## src/rtl/pc_gen.sv

```systemverilog
// ---------------------------------------------------------------------------
// pc_gen -- program-counter generator for the front of the core.
//
// Holds the current fetch PC and selects the next one with priority
// trap > redirect > hold (halt / stall / fetch not ready) > sequential step.
// A BOOT -> RUN <-> HALT state machine drives the system enable and the
// fetch valid/ready handshake. Accepted fetches (valid & ready) are counted.
//
// Optional feature (compile-time macro PC_ALIGN_CHK_EN):
//   defined   : redirects to a target not aligned to PC_STEP are rejected
//               and misalign_o pulses for one cycle.
//   undefined : redirects are taken as-is; misalign_o is tied to 0.
//
// Parameters:
//   PC_WIDTH     PC and target width in bits
//   RESET_PC     PC loaded at reset and held during BOOT
//   PC_STEP      sequential increment (power of two, >= 1)
//   BOOT_CYCLES  clocks spent in BOOT after reset release (>= 1)
//   CNT_WIDTH    width of the accepted-fetch counter
//
// Ports:
//   clk, rst_n          clock, asynchronous active-low reset
//   ena_o               system enable, 1 only in RUN
//   stall_i             downstream stall, hold PC
//   halt_i / resume_i   enter / leave HALT
//   redirect_i/_pc_i    branch/jump taken and its target
//   trap_i / trap_pc_i  trap entry and its vector
//   fetch_valid_o       pc_o is a valid fetch request
//   fetch_ready_i       fetch stage accepts pc_o
//   pc_o                current PC
//   fetch_cnt_o         number of accepted fetches (wraps)
//   misalign_o          one-cycle pulse on a rejected misaligned redirect
// ---------------------------------------------------------------------------
module pc_gen #(
  parameter int unsigned            PC_WIDTH    = 32,
  parameter logic [PC_WIDTH-1:0]    RESET_PC    = '0,
  parameter int unsigned            PC_STEP     = 4,
  parameter int unsigned            BOOT_CYCLES = 1,
  parameter int unsigned            CNT_WIDTH   = 32
) (
  input  logic                 clk,
  input  logic                 rst_n,
  output logic                 ena_o,
  input  logic                 stall_i,
  input  logic                 halt_i,
  input  logic                 resume_i,
  input  logic                 redirect_i,
  input  logic [PC_WIDTH-1:0]  redirect_pc_i,
  input  logic                 trap_i,
  input  logic [PC_WIDTH-1:0]  trap_pc_i,
  output logic                 fetch_valid_o,
  input  logic                 fetch_ready_i,
  output logic [PC_WIDTH-1:0]  pc_o,
  output logic [CNT_WIDTH-1:0] fetch_cnt_o,
  output logic                 misalign_o
);

  // State encoding kept as plain constants for compatibility with existing
  // tooling that decodes the state register.
  localparam logic [1:0] ST_BOOT = 2'd0;
  localparam logic [1:0] ST_RUN  = 2'd1;
  localparam logic [1:0] ST_HALT = 2'd2;

  // The boot counter only ever needs to reach BOOT_CYCLES-1.
  localparam int unsigned          BOOT_CW   = (BOOT_CYCLES > 1) ? $clog2(BOOT_CYCLES) : 1;
  localparam logic [BOOT_CW-1:0]   BOOT_LAST = BOOT_CW'(BOOT_CYCLES - 1);
  localparam logic [PC_WIDTH-1:0]  PC_INC    = PC_WIDTH'(PC_STEP);

  logic [1:0]           state_q,    state_d;
  logic [BOOT_CW-1:0]   boot_cnt_q, boot_cnt_d;
  logic [PC_WIDTH-1:0]  pc_q,       pc_d;
  logic [CNT_WIDTH-1:0] cnt_q,      cnt_d;
  logic                 run_q,      run_d;

  logic redir_misaligned;
  logic redirect_ok;

  // -------------------------------------------------------------------------
  // Redirect alignment check
  // -------------------------------------------------------------------------
`ifdef PC_ALIGN_CHK_EN
  localparam logic [PC_WIDTH-1:0] ALIGN_MASK = PC_WIDTH'(PC_STEP - 1);

  logic misalign_q, misalign_d;

  assign redir_misaligned = |(redirect_pc_i & ALIGN_MASK);

  // Only a redirect that would actually have been taken counts as rejected:
  // in RUN and not overridden by a trap in the same cycle.
  assign misalign_d = (state_q == ST_RUN) & redirect_i & ~trap_i & redir_misaligned;

  always_ff @(posedge clk or negedge rst_n) begin
    if (!rst_n) misalign_q <= 1'b0;
    else        misalign_q <= misalign_d;
  end

  assign misalign_o = misalign_q;
`else
  assign redir_misaligned = 1'b0;
  assign misalign_o       = 1'b0;
`endif

  // A rejected redirect behaves exactly as if redirect_i were low.
  assign redirect_ok = redirect_i & ~redir_misaligned;

  // -------------------------------------------------------------------------
  // Next-state / next-PC logic
  // -------------------------------------------------------------------------
  always_comb begin
    // NOTE: every variable gets a default here so no path leaves it
    // unassigned -- otherwise a latch is inferred.
    state_d    = state_q;
    boot_cnt_d = boot_cnt_q;
    pc_d       = pc_q;
    cnt_d      = cnt_q;

    case (state_q)
      ST_BOOT: begin
        // All requests are ignored while booting.
        pc_d       = RESET_PC;
        boot_cnt_d = boot_cnt_q + BOOT_CW'(1);
        if (boot_cnt_q == BOOT_LAST) begin
          state_d    = ST_RUN;
          boot_cnt_d = '0;
        end
      end

      ST_RUN: begin
        // fetch_valid_o is 1 throughout RUN, so ready alone means accepted.
        if (fetch_ready_i) cnt_d = cnt_q + CNT_WIDTH'(1);

        if (trap_i)                                pc_d = trap_pc_i;
        else if (redirect_ok)                      pc_d = redirect_pc_i;
        else if (halt_i || stall_i || !fetch_ready_i) pc_d = pc_q;
        else                                       pc_d = pc_q + PC_INC;

        // A trap keeps the core running; a redirect does not block halting.
        if (halt_i && !trap_i) state_d = ST_HALT;
      end

      ST_HALT: begin
        // redirect/stall/halt are ignored; trap wakes up with a new PC,
        // resume wakes up with the PC unchanged.
        if (trap_i) begin
          pc_d    = trap_pc_i;
          state_d = ST_RUN;
        end else if (resume_i) begin
          state_d = ST_RUN;
        end
      end

      default: begin
        state_d    = ST_BOOT;
        boot_cnt_d = '0;
        pc_d       = RESET_PC;
      end
    endcase

    // Enable and valid are registered decodes of the upcoming state so they
    // change on the same edge as the state itself.
    run_d = (state_d == ST_RUN);
  end

  // -------------------------------------------------------------------------
  // Registers
  // -------------------------------------------------------------------------
  // NOTE: sequential state uses non-blocking assignments so all flops sample
  // their inputs before any of them update.
  always_ff @(posedge clk or negedge rst_n) begin
    if (!rst_n) begin
      state_q    <= ST_BOOT;
      boot_cnt_q <= '0;
      pc_q       <= RESET_PC;
      cnt_q      <= '0;
      run_q      <= 1'b0;
    end else begin
      state_q    <= state_d;
      boot_cnt_q <= boot_cnt_d;
      pc_q       <= pc_d;
      cnt_q      <= cnt_d;
      run_q      <= run_d;
    end
  end

  assign ena_o         = run_q;
  assign fetch_valid_o = run_q;
  assign pc_o          = pc_q;
  assign fetch_cnt_o   = cnt_q;

endmodule

```

## config.mk

```make
export PLATFORM = sky130hd
export DESIGN_NAME = pc_gen
export DESIGN_NICKNAME = d
export VERILOG_FILES = /design/src/rtl/pc_gen.sv
export SDC_FILE = /design/constraint.sdc
export NUM_CORES = 1
export LEC_CHECK = 0
export ABC_CLOCK_PERIOD_IN_PS = 3200
export CAP_MARGIN = 20
export CORE_AREA = 8 8 142 144
export CTS_CLUSTER_SIZE = 10
export DETAILED_ROUTE_END_ITERATION = 16
export DIE_AREA = 0 0 150 152
export PLACE_DENSITY = 0.57
export SYNTH_ARGS = -nofsm -noshare
export SYNTH_HDL_FRONTEND = slang
export SYNTH_SLANG_ARGS = --single-unit
```

## constraint.sdc

```tcl
create_clock -name clk -period 3.2 [get_ports clk]
set_clock_uncertainty 0.2 [all_clocks]
set_input_delay 0.48 -clock clk [delete_from_list [all_inputs] [get_ports clk]]
set_output_delay 0.48 -clock clk [all_outputs]
set_load 0.01 [all_outputs]
```

# ---- After elaboration in Yosys (flattened, before gate mapping)
# Cells that the tools add are included.
dict set report totals {
  regBits 68
  inputBits 72
  out_inout_bits 67
  word_cells 34
}
dict set report classes {
  addsub 3
  n_eq_ne 5
  n_mux 12
  n_reduce_logical 9
}
# cell count
set ops {}
lappend ops {{$mux 32} 4}
lappend ops {{$pmux 32 s2} 1}
lappend ops {{$add 32x1->32 const B} 1}
lappend ops {{$add 32x3->32 const B} 1}
lappend ops {{$mux 2} 4}
lappend ops {{$pmux 2 s3} 1}
lappend ops {{$eq 2x1->1 const B} 2}
lappend ops {{$ne 4x4->1 const B} 1}
lappend ops {{$reduce_and 2->1} 2}
lappend ops {{$eq 2x2->1 const B} 1}
lappend ops {{$logic_not 1->1} 2}
lappend ops {{$logic_not 2->1} 1}
lappend ops {{$logic_or 1x1->1} 2}
lappend ops {{$ne 2x2->1 const B} 1}
lappend ops {{$pmux 1 s2} 1}
lappend ops {{$reduce_or 2->1} 1}
lappend ops {{$add 1x1->1 const B} 1}
lappend ops {{$logic_and 1x1->1} 1}
lappend ops {{$mux 1} 1}

# ---- Longest topological paths before layout
# Gate-level depths: netlist (run 1).
dict set report depth {
  depth_word 6
  depth_mapped 9
  mapped_depth_nobuf 7
}

# ---- Worst setup path after synthesis (run 1)
# No wires, ideal clock.
dict set report synth_path {
  kind {register to register}
  startpoint {reg state_q[0]}
  endpoint {reg pc_q[29] (netlist: pc_o[29])}
  setup_ns 0.126
  arrival_time_ns 2.070
  t_required_ns 2.874
  slack_ns 0.804
  stages_incl_launch_ff 9
  path_buffers 2
  synth_period_minus_slack_ns 2.396
  path_cell_list {dfrtp_1 -> inv_1 -> ha_1 -> buf_6 -> or4b_4 -> o211ai_2 -> clkbuf_1 -> o21ai_0 -> a221o_1}
}
dict set report synth_via {
  elab_chain_cells 3
  word_cells_on_any_way 6
  cone_classes {eq/ne: 4; mux: 1; reduce/logical: 1}
}
# element line_no
set synth_rtl {}
lappend synth_rtl {{from (decl)} 69} ;# logic [1:0] state_q, state_d;
lappend synth_rtl {{from (signal assigned)} 177} ;# state_q <= state_d;
lappend synth_rtl {{$eq 2x1->1 / $eq 2x2->1 (equally long branches)} 117} ;# case (state_q)
lappend synth_rtl {{$ne 4x4->1 (no source line) / $ne 2x2->1 (equally long branches)} -}
lappend synth_rtl {{$reduce_and 2->1 (no source line)} -}
lappend synth_rtl {{to (signal assigned)} 179} ;# pc_q <= pc_d;
lappend synth_rtl {{to (decl)} 71} ;# logic [PC_WIDTH-1:0] pc_q, pc_d;
# Several ways; a longest one is shown, not always the timed one.
# A chain may end at the register's enable or synchronous reset.

# ---- Worst setup path in the final report (run 1)
dict set report layout_path {
  startpoint {reg state_q[1]}
  endpoint {reg pc_q[30] (netlist: pc_o[30])}
}
# The elaborated chain is that of the path after synthesis.

==> reports/results.ini, run 1 <==
[status]
status = finished, final reports clean

[synthesis]
ys_types = 63
yosysTopAreaCellShare_pct = 39.9
synth_nets = 541
yosysWarnings = 0
synthTopCellsByArea = dfrtp_1 40%, xnor2_1 6.7%, nand2_1 3.7%, o21ai_0 3.1%, nand3_1 2.7%
synth_area_mm2 = 0.00420
synth_edf_count = 0
avgSynthCellArea_um2 = 9.08
ys_ff_latch = 67
async_reset_ff_share_pct = 100
syn_inst = 463
synth_flop_cell = dfrtp_1
yosysTopAreaCell = dfrtp_1
seq_area_frac_synth_pct = 39.9

[clocking]
cts_tree = built
path_clk_slew_ns = 0.06
h-tree-depth = 3
cts_resized = 0
post_cts_buffers = 0
cts_hold_buf = 0
cts_root_buffer = clkbuf_16
cts_sinks = 67
cts_buffer_depth = 2
clk_latency_ns = 0.33
cts_buffers = 9

[routing]
vias = 4187
post_drt_wl_per_cell_um = 18.5
firstDrtPassIters = 5
viasPerCell = 5.06
drc = 0
drt_iter0_drc = 249
detail-route-antenna-nets = 0
drt_wl_total_um = 15300

[placement]
gp_congestion = 0.837
portBuffers = 137
dpl.hpwl_um = 11900

[critical_path]
critPathRequiredTime_ns = 3.26
crit_arrival_ns = 2.75
critPathMaxFanout = 15
r2r-end = pc_o[30]$_DFFE_PN0P_
end_kind = flip-flop
reg2reg_slack_ns = 0.52
r2r-start = state_q[1]$_DFF_PN0_
critPathKind = reg -> reg
cp-start-kind = flip-flop
ff2ff_path_depth = 7

[floorplan]
die_h_um = 152
die-area_mm2 = 0.0228
fp-row-count = 49
initial_core_util_pct = 23.6
io_pins = 139
core_region_area_mm2 = 0.0178
die_w_um = 150

[sta]
relSlewSlack_pct = 43.6
rsz0062_at_grt = false
fin_crit_sh_pct = 83.8
slew_viol_final = 0
worst_pin_slew_ns = 0.846
min_period_ns = 2.68
hold_violations = 0
timing.fmax_ghz = 0.373
setup_violations = 0
fin_tns_setup_ns = 0

[layout]
mostFrequentLayoutCells = 136 x clkdlybuf4s50_1, 67 x dfrtp_1, 41 x nand2_1
diodes = 0
drive_gt1_share_pct = 7.01
finish.net_count = 672
syn2layout_area_growth_pct = 45.4
layout_commonest_cell = clkdlybuf4s50_1

[global_route]
groute.usage.overall_pct = 13.1
grt_pass1_wl_um = 23900
grt_pass1_vias = 4249
antenna_found_initial = 1
grt_overflow = 0
grt_start_max_net_pins = 39

[job]
maxCapViolCount = 0

[power_and_ir_drop]
p_per_area_mw_per_mm2 = 685
vdd.ir_drop.worst_mv = 0.287
totalPowerFinal_w = 0.00419
leakage_nw = 2.38

[min_path]
hold_class = in -> async

==> how the worst max path moves through the flow <==
stage | startpoint | to | slack (ns)
floorplan | state_q[0]$_DFF_PN0_ | pc_o[29]$_DFFE_PN0P_ | 0.80
global placement | fetch_ready_i | pc_o[25]$_DFFE_PN0P_ | 0.41
detailed placement | fetch_ready_i | pc_o[18]$_DFFE_PN0P_ | 0.41
CTS | state_q[1]$_DFF_PN0_ | pc_o[30]$_DFFE_PN0P_ | 0.50
global route | state_q[1]$_DFF_PN0_ | pc_o[30]$_DFFE_PN0P_ | 0.32
finish | state_q[1]$_DFF_PN0_ | pc_o[30]$_DFFE_PN0P_ | 0.52
==> layer usage <==
| layer | vias to the layer above | GRT usage [%] | wire length (µm) |
|---|---|---|---|
| li1 | 1989 | - | - |
| met1 | 2034 | 16.5 | 6570 |
| met2 | 137 | 20.8 | 7140 |
| met4 | 2 | 4.86 | 329 |
| met5 | - | 0 | 8 |
| met3 | 25 | 3.80 | 1280 |
==> through the flow <==
stage | util (%) | setup WS (ns) | cells | hold slack, ns | cell area, µm²
2_1_floorplan | - | 0.804 | 463 | -0.0156 | 4200
3_3_place_gp | 32.7 | 0.415 | 812 | 0.259 | 5820
3_5_place_dp | 32.7 | 0.415 | 812 | 0.276 | 5820
4_1_cts | 34.4 | 0.502 | 828 | 0.0799 | 6110
5_1_grt | 34.4 | 0.324 | 828 | 0.123 | 6110
6_report | 34.4 | 0.518 | 828 | 0.0512 | 6110
==> logic make-up (layout without fill, tap and decap cells) <==
group / Yosys count / in the layout / synth area share, %
AOI/OAI and AO/OA: 128 / 128 / 21.5
xor gates and xnor gates: 44 / 44 / 9.17
DFF: 67 / 67 / 39.9
muxes: 8 / 8 / 1.96
adders and majority gates: 6 / 6 / 1.79
other: 1 / 1 / 0.0892
buffers and inverters: 41 / 177 / 4.32
and+or+nand+nor: 168 / 168 / 21.3
==> synth_stat cells (5+ instances only) <==
cell type,n
xnor2_1,32
clkbuf_1,21
o22ai_1,8
a22o_1,11
nand4_1,15
a22oi_1,14
nand2b_1,5
mux2i_1,6
nor4_1,5
inv_1,9
xor2_1,12
o221ai_1,8
dfrtp_1,67
nor2_1,26
nor3_1,13
o21ai_0,26
nand2_1,41
nand3_1,23
and4_1,9
o31ai_1,10
and3_1,9
ha_1,6
a21oi_1,14
==> area by class of cell <==
| type | instances | area [µm²] |
|---|---|---|
| Inverter | 10 | 37.5 |
| Tap cell | 229 | 287 |
| Sequential cell | 67 | 1680 |
| Multi-Input combinational cell | 355 | 2340 |
| Fill cell | 1796 | 11700 |
| Clock inverter | 6 | 66.3 |
| Clock buffer | 10 | 229 |
| Timing Repair Buffer | 151 | 1470 |
==> sequential cells by signal (all words and copies together) (netlist names) <==
register,flops
pc_o,32
ena_o,1
fetch_cnt_o,32
state_q,2
==> power by group <==
group | leakage (nW) | switching [W] | internal (W)
clock | 0.135 | 0.000377 | 0.000603
sequential | 0.906 | 0.000327 | 0.00106
combinational | 1.34 | 0.000945 | 0.000878
total | 2.38 | 0.00165 | 0.00254
==> worst max-delay path, cell delays in order, from the launching register on <==
cell and delay (ns):
dfrtp_1 0.41, inv_1 0.11, ha_1 0.26, buf_4 0.26, nor2b_1 0.49, nand3_1 0.47, o21ai_0 0.29, a221o_1 0.13
No activity file was read; power rests on OpenSTA's default activity.
==> inputs of run 2 (changes only) <==
ABC_CLOCK_PERIOD_IN_PS = 2600   (was 3200)
clock period = 2.6 ns   (was 3.2 ns; I/O delays follow)
==> run 2 against run 1 <==
Wire length up 1.8%. Via count up 2.8%. Critical endpoint is now pc_o[20]$_DFFE_PN0P_. Worst hold slack better by 0.23 ns. Cell area up 3.1%.
==> reports/results.ini, run 2 (synthesized netlist as in run 1, its figures left out) <==
[global_route]
grt_pass1_wl_um = 24700  ; +3.4%
grt_pass1_vias = 4395  ; +3.4%
use_met3_pct = 4.16  ; +0.36 points
grt_start_max_net_pins = 35  ; -10%
grtUsageMet2_pct = 21.3  ; +0.45 points
grt_overflow = 0  ; unchanged
groute.usage.overall_pct = 13.6  ; +0.45 points
busiest_layer = met2
antenna_found_initial = 0  ; -1
grt_util_met1_pct = 17.0  ; +0.49 points

[power_and_ir_drop]
leakage_nw = 2.50  ; +5.0%
vdd.ir_drop.worst_mv = 0.376  ; +31%
p_per_area_mw_per_mm2 = 843  ; +23%

[job]
maxCapViolCount = 0  ; unchanged

[routing]
viasPerCell = 5.07  ; +0.23%
drc = 0  ; unchanged
vias = 4303  ; +2.8%
post_drt_wl_per_cell_um = 18.4  ; -0.69%
firstDrtPassIters = 4  ; -1
drt_iter0_drc = 267  ; +7.2%
detail-route-antenna-nets = 0  ; unchanged
drt_wl_total_um = 15600  ; +1.8%

[critical_path]
cp_slowest_cell = or4b_4
worst_path_largest_cell_delay_ns = 0.58  ; +0.09 ns
cp-start-kind = flip-flop
worstPathCellList = inv_1, ha_1, or4b_4, o211a_2, nor2_4, o221ai_1, o31ai_1
critPathMaxFanout = 8  ; -7
ff2ff_path_depth = 7  ; unchanged
critPathRequiredTime_ns = 2.64  ; -0.62 ns
end_kind = flip-flop
crit_arrival_ns = 2.49  ; -0.26 ns
reg2reg_slack_ns = 0.15  ; -0.37 ns
r2r-end = pc_o[20]$_DFFE_PN0P_
critPathKind = reg -> reg
r2r-start = state_q[0]$_DFF_PN0_

[floorplan]
fp-row-count = 49  ; unchanged
core_region_area_mm2 = 0.0178  ; unchanged
die-area_mm2 = 0.0228  ; unchanged
initial_core_util_pct = 23.6  ; unchanged
die_h_um = 152  ; unchanged
die_w_um = 150  ; unchanged
io_pins = 139  ; unchanged

[sta]
fin_crit_sh_pct = 94.3  ; +10 points
fin_tns_setup_ns = 0  ; unchanged
min_period_ns = 2.45  ; -0.231 ns
slew_viol_final = 0  ; unchanged
relSlewSlack_pct = 46.9  ; +3.3 points
setup_violations = 0  ; unchanged
worst_pin_slew_ns = 0.796  ; -0.0498 ns
timing.fmax_ghz = 0.408  ; +9.4%
timing.hold.ws_ns = 0.278  ; +0.227 ns
rsz0062_at_grt = false
hold_violations = 0  ; unchanged

[layout]
finish.net_count = 693  ; +3.1%
finalInstanceArea_mm2 = 0.00630  ; +3.1%
final_util_pct = 35.4  ; +1.0 points
layout_commonest_cell = clkdlybuf4s50_1
syn2layout_area_growth_pct = 49.9
diodes = 0  ; unchanged
mostFrequentLayoutCells = 136 x clkdlybuf4s50_1, 67 x dfrtp_1, 41 x nand2_1
drive_gt1_share_pct = 10.2  ; +3.1 points

[clocking]
cts_tree = built
cts_sinks = 67  ; unchanged
path_clk_slew_ns = 0.06  ; about the same
cts_root_buffer = clkbuf_16
cts_buffers = 9  ; unchanged
cts_buffer_depth = 2  ; unchanged
h-tree-depth = 3  ; unchanged
post_cts_buffers = 0  ; unchanged
clk_latency_ns = 0.33  ; about the same

[min_path]
hold-path-cell-count = 1
min_to = fetch_cnt_o[31]$_DFFE_PN0P_
min-delay-start = fetch_cnt_o[31]$_DFFE_PN0P_
hold_class = reg -> reg

[placement]
portBuffers = 137  ; unchanged
post_dp_cell_area_mm2 = 0.00599  ; +3.0%
dpl.hpwl_um = 12400  ; +3.7%
gp_congestion = 0.845  ; +0.98%

[status]
status = finished, final reports clean

## run 2: cell types whose count changed in the layout (fill, tap and decap cells not counted)
cell	previous run	this run
buf_12	0	2
buf_4	14	32
clkinv_2	1	2
clkinvlp_4	3	1
dlygate4sd3_1	0	1
inv_6	0	1
nor2b_1	4	3
nor2b_2	0	1
## run 2: metrics by stage
step / power, W / instances / setup WS [ns]
after floorplan: 0.00285 / 463 / 0.204
after global placement: 0.00405 / 832 / 0.0850
after detailed placement: 0.00411 / 832 / 0.0389
after CTS: 0.00536 / 849 / 0.117
after global routing: 0.00567 / 849 / 0.0163
final: 0.00531 / 849 / 0.149
## run 2: layout make-up
class / instances / area [µm²]
clock buffers: 10 / 229
clock inverters: 6 / 65.1
fillers: 1824 / 11500
inverters: 10 / 37.5
multi-input cells: 355 / 2350
flip-flops and latches: 67 / 1680
well taps: 229 / 287
repair buffers: 172 / 1660
## run 2: power by group
group	internal (W)	switching, W
combinational	0.00119	0.00122
sequential	0.00130	0.000384
clock	0.000744	0.000461
## run 2: worst max-delay path by stage
stage                          from                   end  slack, ns  depth (start not counted)
3_3_place_gp                 halt_i  pc_o[20]$_DFFE_PN0P_       0.09                          6
5_1_grt        state_q[0]$_DFF_PN0_  pc_o[20]$_DFFE_PN0P_       0.02                          7
3_5_place_dp                 halt_i  pc_o[20]$_DFFE_PN0P_       0.04                          6
6_report       state_q[0]$_DFF_PN0_  pc_o[20]$_DFFE_PN0P_       0.15                          7
4_1_cts        state_q[0]$_DFF_PN0_  pc_o[20]$_DFFE_PN0P_       0.12                          7
2_1_floorplan  state_q[0]$_DFF_PN0_  pc_o[29]$_DFFE_PN0P_       0.20                          8
## run 2: metal layers
layer / share of wire (%) / routed length [µm]
met1: 43 / 6650
met3: 8.2 / 1280
met2: 47 / 7310
met5: 0 / 0
met4: 2.4 / 374
## run 2: repair_timing
action	4_1_cts	5_1_grt
hold buffers	1	0
endpoints found under the setup margin	0	3
hold endpoints to repair	32	0
resized for setup	0	1
## run 2: worst max-delay path, delay by kind of cell (launching register included)
kind,cells,cell delay [ns]
adders and majority gates,1,0.24
buffers and inverters,1,0.08
DFF,1,0.38
and+or+nand+nor,2,0.83
AOI/OAI and AO/OA,3,0.63
